File: config.mk
export PLATFORM = sky130hd
export DESIGN_NAME = cdb_writeback
export DESIGN_NICKNAME = d
export VERILOG_FILES = /design/src/rtl/cdb_writeback_pkg.sv /design/src/rtl/cdb_writeback_rr_arbiter.sv /design/src/rtl/cdb_writeback.sv
export SDC_FILE = /design/constraint.sdc
export NUM_CORES = 1
export LEC_CHECK = 0
export BUFFER_PORTS_ARGS = -buffer_cell sky130_fd_sc_hd__buf_2
export CELL_PAD_IN_SITES_DETAIL_PLACEMENT = 1
export CELL_PAD_IN_SITES_GLOBAL_PLACEMENT = 2
export CORE_MARGIN = 3
export CORE_UTILIZATION = 37
export DETAILED_ROUTE_END_ITERATION = 7
export GPL_TIMING_DRIVEN = 0
export HOLD_SLACK_MARGIN = 0.03
export PLACE_DENSITY_LB_ADDON = 0.3
export RECOVER_POWER = 100
export SLEW_MARGIN = 20
export SYNTH_ARGS = -nofsm -noshare
export SYNTH_HDL_FRONTEND = slang
export SYNTH_SLANG_ARGS = --single-unit
File: constraint.sdc
create_clock -name clock -period 10.5 [get_ports clock]
set_input_delay 1.05 -clock clock [delete_from_list [all_inputs] [get_ports clock]]
set_output_delay 1.05 -clock clock [all_outputs]
set_load 0.01 [all_outputs]
File: src/rtl/cdb_writeback_pkg.sv
// Shared widths and bus payloads for the writeback / CDB broadcast stage.
package cdb_writeback_pkg;

   localparam int unsigned CDB_NUM_FU      = 4;
   localparam int unsigned CDB_XLEN        = 32;
   localparam int unsigned CDB_PHYS_REG_SZ = 64;
   localparam int unsigned CDB_PREG_W      = $clog2(CDB_PHYS_REG_SZ);
   localparam int unsigned CDB_FU_IDX_W    = $clog2(CDB_NUM_FU);

   typedef struct packed {
      logic                    en;
      logic [CDB_PREG_W-1:0]   tag;
      logic [CDB_XLEN-1:0]     data;
   } ic_prf_packet_t;

   typedef struct packed {
      logic                    valid;
      logic [CDB_PREG_W-1:0]   tag;
      logic [CDB_FU_IDX_W-1:0] fu;
   } cdb_packet_t;

endpackage

File: src/rtl/cdb_writeback_rr_arbiter.sv
// Round-robin arbiter: first request at or after ptr, wrapping modulo N.
module cdb_writeback_rr_arbiter #(
   parameter  int unsigned N  = 4,
   localparam int unsigned IW = $clog2(N)
) (
   input  logic [N-1:0]  req,
   input  logic [IW-1:0] ptr,
   output logic [N-1:0]  gnt,
   output logic [IW-1:0] gnt_idx,
   output logic          any_gnt
);

   int unsigned idx;

   always_comb begin
      gnt     = '0;
      gnt_idx = '0;
      any_gnt = 1'b0;
      idx     = 0;
      for (int unsigned k = 0; k < N; k++) begin
         idx = (32'(ptr) + k) % N;
         if (!any_gnt && req[IW'(idx)]) begin
            any_gnt          = 1'b1;
            gnt_idx          = IW'(idx);
            gnt[IW'(idx)]    = 1'b1;
         end
      end
   end

endmodule

File: src/rtl/cdb_writeback.sv
// Complete stage: buffers one result per FU and broadcasts one per cycle on the
// PRF write port and CDB, chosen round-robin.
module cdb_writeback
   import cdb_writeback_pkg::*;
#(
   parameter  int unsigned NUM_FU   = CDB_NUM_FU,
   parameter  int unsigned XLEN     = CDB_XLEN,
   parameter  int unsigned PREG_W   = CDB_PREG_W,
   localparam int unsigned FU_IDX_W = $clog2(NUM_FU)
) (
   input  logic                           clock,
   input  logic                           reset,
   input  logic                           squash,
   input  logic [NUM_FU-1:0]              fu_valid,
   input  logic [NUM_FU-1:0][PREG_W-1:0]  fu_tag,
   input  logic [NUM_FU-1:0][XLEN-1:0]    fu_data,
   output logic [NUM_FU-1:0]              fu_ready,
   output logic                           prf_write_en,
   output logic [PREG_W-1:0]              prf_write_tag,
   output logic [XLEN-1:0]                prf_write_data,
   output logic                           cdb_valid,
   output logic [PREG_W-1:0]              cdb_tag,
   output logic [FU_IDX_W-1:0]            cdb_fu
);

   logic [NUM_FU-1:0]             hold_valid;
   logic [NUM_FU-1:0][PREG_W-1:0] hold_tag;
   logic [NUM_FU-1:0][XLEN-1:0]   hold_data;
   logic [FU_IDX_W-1:0]           rr_ptr;

   logic [NUM_FU-1:0]   req;
   logic [NUM_FU-1:0]   gnt;
   logic [NUM_FU-1:0]   accept;
   logic [FU_IDX_W-1:0] gnt_idx;
   logic [FU_IDX_W-1:0] next_ptr;
   logic                any_gnt;
   logic                flush;

   ic_prf_packet_t prf_pkt;
   cdb_packet_t    cdb_pkt;

   // Reset and squash both suppress the grant, so nothing escapes to the PRF.
   assign flush = squash | reset;
   assign req   = flush ? '0 : hold_valid;

   cdb_writeback_rr_arbiter #(.N(NUM_FU)) u_arb (
      .req     (req),
      .ptr     (rr_ptr),
      .gnt     (gnt),
      .gnt_idx (gnt_idx),
      .any_gnt (any_gnt)
   );

   // A slot granted this cycle may be refilled at the same edge.
   assign fu_ready = flush ? '0 : (~hold_valid | gnt);
   assign accept   = fu_valid & fu_ready;
   assign next_ptr = (gnt_idx == FU_IDX_W'(NUM_FU - 1)) ? '0 : gnt_idx + FU_IDX_W'(1);

   // Broadcast payloads; tag 0 still broadcasts but never writes the PRF.
   always_comb begin
      prf_pkt = '0;
      cdb_pkt = '0;
      if (any_gnt) begin
         prf_pkt.en    = (hold_tag[gnt_idx] != '0);
         prf_pkt.tag   = hold_tag[gnt_idx];
         prf_pkt.data  = hold_data[gnt_idx];
         cdb_pkt.valid = 1'b1;
         cdb_pkt.tag   = hold_tag[gnt_idx];
         cdb_pkt.fu    = gnt_idx;
      end
   end

   assign prf_write_en   = prf_pkt.en;
   assign prf_write_tag  = prf_pkt.tag;
   assign prf_write_data = prf_pkt.data;
   assign cdb_valid      = cdb_pkt.valid;
   assign cdb_tag        = cdb_pkt.tag;
   assign cdb_fu         = cdb_pkt.fu;

   always_ff @(posedge clock) begin
      if (reset) begin
         hold_valid <= '0;
         rr_ptr     <= '0;
      end else if (squash) begin
         hold_valid <= '0;
      end else begin
         hold_valid <= accept | (hold_valid & ~gnt);
         if (any_gnt) begin
            rr_ptr <= next_ptr;
         end
      end
   end

   // Payload storage needs no reset; hold_valid qualifies it.
   always_ff @(posedge clock) begin
      for (int unsigned i = 0; i < NUM_FU; i++) begin
         if (accept[i]) begin
            hold_tag[i]  <= fu_tag[i];
            hold_data[i] <= fu_data[i];
         end
      end
   end

endmodule

# [After elaboration in Yosys (flattened, before gate mapping)]
# Index checks and enable logic that the tools add are counted.
[word_totals] wordCells=85 ff_bits=158 out_inout_bits=52
[op_classes] n_addsub=4 n_reduce_logical=13 eq_ne=1 n_lt_le_gt_ge=9 n_mux=37 bitwise=11
[op_table] cell="binary-select mux 32 bit (select 2 bit)" n=1
[op_table] cell="2-to-1 mux 39 bit" n=1
[op_table] cell="2-to-1 mux 32 bit" n=1
[op_table] cell="2-to-1 mux 4 bit" n=6
[op_table] cell="OR 4 bit" n=5
[op_table] cell="less-than comparator 2 x 3 -> 1 bit (second input constant)" n=5
[op_table] cell="binary-select mux 6 bit (select 2 bit)" n=1
[op_table] cell="2-to-1 mux 1 bit" n=12
[op_table] cell="2-to-1 mux 2 bit" n=5
[op_table] cell="2-to-1 mux 9 bit" n=1
[op_table] cell="bitwise AND 4 bit" n=2
[op_table] cell="binary-select mux 1 bit (select 2 bit)" n=4
[op_table] cell="demux 1 bit (select 2 bit)" n=4
[op_table] cell="greater-or-equal comparator 2 x 1 -> 1 bit (second input constant)" n=4
[op_table] cell="NOT 4 bit" n=2
[op_table] cell="logical AND 1 bit" n=7
[op_table] cell="2-to-1 mux 6 bit" n=1
[op_table] cell="nonzero test 6 bit" n=1
[op_table] cell="adder 2 x 1 -> 2 bit (second input constant)" n=2
[op_table] cell="adder 2 bit (second input constant)" n=2
[op_table] cell="zero test 1 bit" n=3
[op_table] cell="== test 2 bit (second input constant)" n=1
[op_table] cell="AND reduction 2 bit" n=1
[op_table] cell="OR reduction 2 bit" n=1
[op_table] cell="other kinds (2)" n=2

# [Longest topological paths before layout]
[depth] word_depth=18 ltp_mapped=11

# [Hierarchy]
# From an unflattened synthesis, not the netlist that was laid out.
[hier_totals] cells_unflattened=330 hier_area_um2=6517.5
[modules_own_cells] mod="cdb_writeback" area_each_um2=6098.3 n_inst=1 cells_each=285
[modules_own_cells] mod="cdb_writeback_rr_arbiter" area_each_um2=419.2 n_inst=1 cells_each=45

# [Worst setup path after synthesis]
# No wires, ideal clock.
[synth_path] path_type="flip-flop to output port" from="reg rr_ptr[0]" to="out prf_write_tag[4]" stages_incl_launch_ff=12 arrival_ps=3112 slack_ps=6338 t_required_ps=9450 cell_sequence="dfxtp_1 > inv_1 > ha_1 > mux4_2 > and2_1 > and2_4 > o21a_1 > buf_6 > nor2_8 > inv_2 > a211oi_1 > buf_4"
[synth_between] elab_chain_cells=15 elab_cells_between_ends=28 cone_classes="add/sub (3); mux (19); reduce/logical (6)"
[synth_lines] element="start: declaration" line_no="cdb_writeback.sv:29" text="logic [FU_IDX_W-1:0] rr_ptr;"
[synth_lines] element="start signal: assignment" line_no="cdb_writeback.sv:89" text="rr_ptr <= next_ptr;"
[synth_lines] element="parallel branches: the longest is 14 deep, another holds adder 2 x 1 -> 2 bit"
[synth_lines] element="2-to-1 mux 39 bit (*)" line_no="cdb_writeback.sv:63" text="if (any_gnt) begin"
[synth_lines] element="end: declaration" line_no="cdb_writeback.sv:19" text="output logic [PREG_W-1:0] prf_write_tag,"
# Every way passes the cells marked *. The select of a mux whose other input is x is not followed.

# [Final worst setup path]
[layout_path] from="reg rr_ptr[0]" to="out prf_write_data[24]"
[layout_between] elab_chain_cells=15 elab_cells_between_ends=28 cone_classes="add/sub (3); mux (19); reduce/logical (6)"
[layout_lines] element="parallel branches: the longest is 14 deep, another holds adder 2 x 1 -> 2 bit"
[layout_lines] element="2-to-1 mux 39 bit (*)" line_no="cdb_writeback.sv:63"
[layout_lines] element="end: declaration" line_no="cdb_writeback.sv:20" text="output logic [XLEN-1:0] prf_write_data,"
# Marked as above.

==> flow_summary.yaml <==
status:
  run_status: "complete, but fails checks"
  violations: "max-capacitance violations, max-slew violations"
place:
  place.gp.congestion: 0.7860
  hpwl_um: 14050
  dp.cells: 844
  portBuffers: 210
  pre_cts_slack_ns: 5.561
cells_and_area:
  fin_util_pct: 48.33
  area_growth_pct: 27.74
  fin_nets: 805
  layout-drive-gt1-share_pct: 31.49
  stdcell_count: 878
clock_tree:
  htree_levels: 4
  postCtsSetupBuffers: 0
  cts_hold_buf: 0
  cts_buffer_depth: 2
  cts.sinks: 158
  cts_resized: 0
  cts_tree: "done"
  clock-root-buffer: "clkbuf_16"
  numCtsBuffers: 17
  clk_latency_ns: 0.43
  worst_setup_hold_path_clk_slew_ns: 0.07
yosys:
  synth_edf_count: 152
  synth_cells: 405
  ys_types: 40
  synth-seq-cells: 158
  syn-cell-area_mm2: 0.006568
  ys_seq_area_share_pct: 71.33
  yosys_warnings: 0
  ys.flop_type: "edfxtp_1"
  synth_nets: 572
  synthArstFlopShare_pct: 0
  avgSynthCellArea_um2: 16.22
critical_path:
  crit_slowest_cell: "clkbuf_1"
  cp_max_fo: 11
  crit_path_max_incr_delay_ns: 0.72
  required_ns: 9.45
  worstSetupPathType: "flop to primary output"
  worstPathCellList: "inv_1 > ha_1 > mux4_2 > and2_0 > and2_0 > o21a_1 > clkbuf_1 > nor2_1 > clkbuf_1 > mux2i_1 > clkbuf_1"
  cp-start-kind: "flop"
  cp.arrival_ns: 5.14
  critPathCaptureType: "primary output"
  crit_top_cell: "clkbuf_1"
timing:
  clock.fmax_mhz: 161.6
  final-setup-viol-count: 0
  final_hold_viol_count: 0
  rsz0062_at_grt: "no"
  max_slew.worst_pin.slew_ns: 1.685
  maxSlewHeadroom_pct: -12.33
  fin_crit_sh_pct: 58.95
  setup_tns_ns: 0
  setup_ws_ns: 4.311
  skew_ns: 0.01732
  period_minus_slack_ns: 6.189
  slew_violations: 50
global_route:
  grt_pass1_wl_um: 29050
  antenna_found_initial: 4
  grt_usage_pct: 19.90
  grt_pass1_vias: 5209
  overflow: 0
  grt_max_degree: 25
routing:
  dr.pass1.iters: 4
  drt_iter0_drc: 254
  remaining_drc_errors: 0
  wl_per_cell_um: 21.86
  totalWireLength_um: 19190
  ant_nets: 0
  via_per_inst: 5.216
  num_vias: 4580
floorplan:
  die_area_mm2: 0.01939
  pin_count: 211
  core-area_mm2: 0.01736
  die_w_um: 139.2
  die_h_um: 139.2
  start_util_pct: 37.84
  num_rows: 48
run:
  cap_violations: 2
power:
  powerDensity_mw_per_mm2: 173.8
  ir_drop_mv: 0.1175
  p_leak_nw: 3.196
min_path:
  hold_path.class: "flop to flop"
path summary, 6_finish.rpt:
kind	startpoint	to	slack, ns	cells after the start
worst max-delay path	rr_ptr[0]	prf_write_data[24]	4.31	11
worst min-delay path	hold_valid[1]	hold_valid[1]	0.64	2
worst min register to register	hold_valid[1]	hold_valid[1]	0.64	2
worst max register to register	rr_ptr[0]	hold_data[111]	5.18	9
per-layer routing:
metal | global-route usage (%) | vias up | routed length (um)
met2 | 33.26 | 185 | 9621
met4 | 6.025 | 6 | 293
li1 | - | 2099 | -
met1 | 25.24 | 2266 | 8061
met5 | 0 | - | 36
met3 | 5.773 | 24 | 1179
kinds of logic after synthesis:
logic type	share of synthesized area, %
AOI/OAI and AO/OA	10.02
buffers and inverters	3.048
and+or+nand+nor	5.601
muxes	8.478
adders and majority gates	1.524
DFF	71.33
layout make-up:
cell class,count,area (um^2)
sequential,158,4684
tap,225,281.5
antenna,2,5.005
inverter,9,33.78
clock inverter,15,166.4
clock buffer,17,425.4
multi-input combinational,211,1664
buffer,27,135.1
timing repair buffer,214,993.5
fill,1803,8967
placed cells by master, fill, tap and decap left out, drive strengths merged, types with 2 or more instances in the layout:
cell / count
or4: 3
nor4: 4
a21oi: 9
buf: 166
a211oi: 9
nand4: 3
a22oi: 67
o21ai: 2
mux2: 9
inv: 17
nor2: 8
nand2: 8
mux2i: 41
mux4: 2
diode: 2
ha: 8
clkbuf: 92
and3: 5
nand2b: 7
and2: 6
edfxtp: 152
dfxtp: 6
clkinv: 6
nor3: 11
where the power goes:
part           internal, W  switching [W]
Combinational    0.0000514      0.0000702
Clock             0.000320       0.000293
Sequential        0.000713     0.00000977
Total              0.00108       0.000373
sequential cells by signal (all words and copies together), names as in the netlist:
register    cells
rr_ptr          2
hold_tag       24
hold_data     128
hold_valid      4
critical path, delay by kind of cell (launching register included):
| family | cells | cell delay (ns) |
|---|---|---|
| DFF | 1 | 0.61 |
| AOI/OAI and AO/OA | 1 | 0.22 |
| and+or+nand+nor | 3 | 1.10 |
| adders and majority gates | 1 | 0.50 |
| buffers and inverters | 4 | 1.39 |
| muxes | 2 | 0.90 |
metrics by stage:
stage	area, um^2	hold WS [ns]	total power (W)
final	8389	0.6418	0.001458
after global routing	8387	0.6865	0.001514
after CTS	8577	0.6360	0.001482
after detailed placement	7985	0.6248	0.0008673
after global placement	7900	0.6191	0.0008609
after floorplan	6568	0.5324	0.0007993
cell usage after synthesis, types with 2 or more instances:
master	number	area (um^2)
a21oi_1	9	45.04
nand4_1	3	18.77
a211oi_1	9	67.56
mux2i_1	41	410.4
buf_2	7	35.03
nor3_1	10	50.05
ha_1	8	100.1
mux4_2	2	45.04
nor2_1	7	26.28
nand2_1	8	30.03
clkbuf_1	9	33.78
a22oi_1	67	503.0
edfxtp_1	152	4564
nor4_1	3	18.77
buf_4	7	52.55
and2_1	5	31.28
buf_6	4	45.04
dfxtp_1	6	120.1
mux2_1	6	67.56
mux2_2	3	33.78
inv_1	8	30.03
nand2b_1	7	43.79
and3_1	5	31.28
or4_1	3	22.52
(Power assumes the default switching activity.)
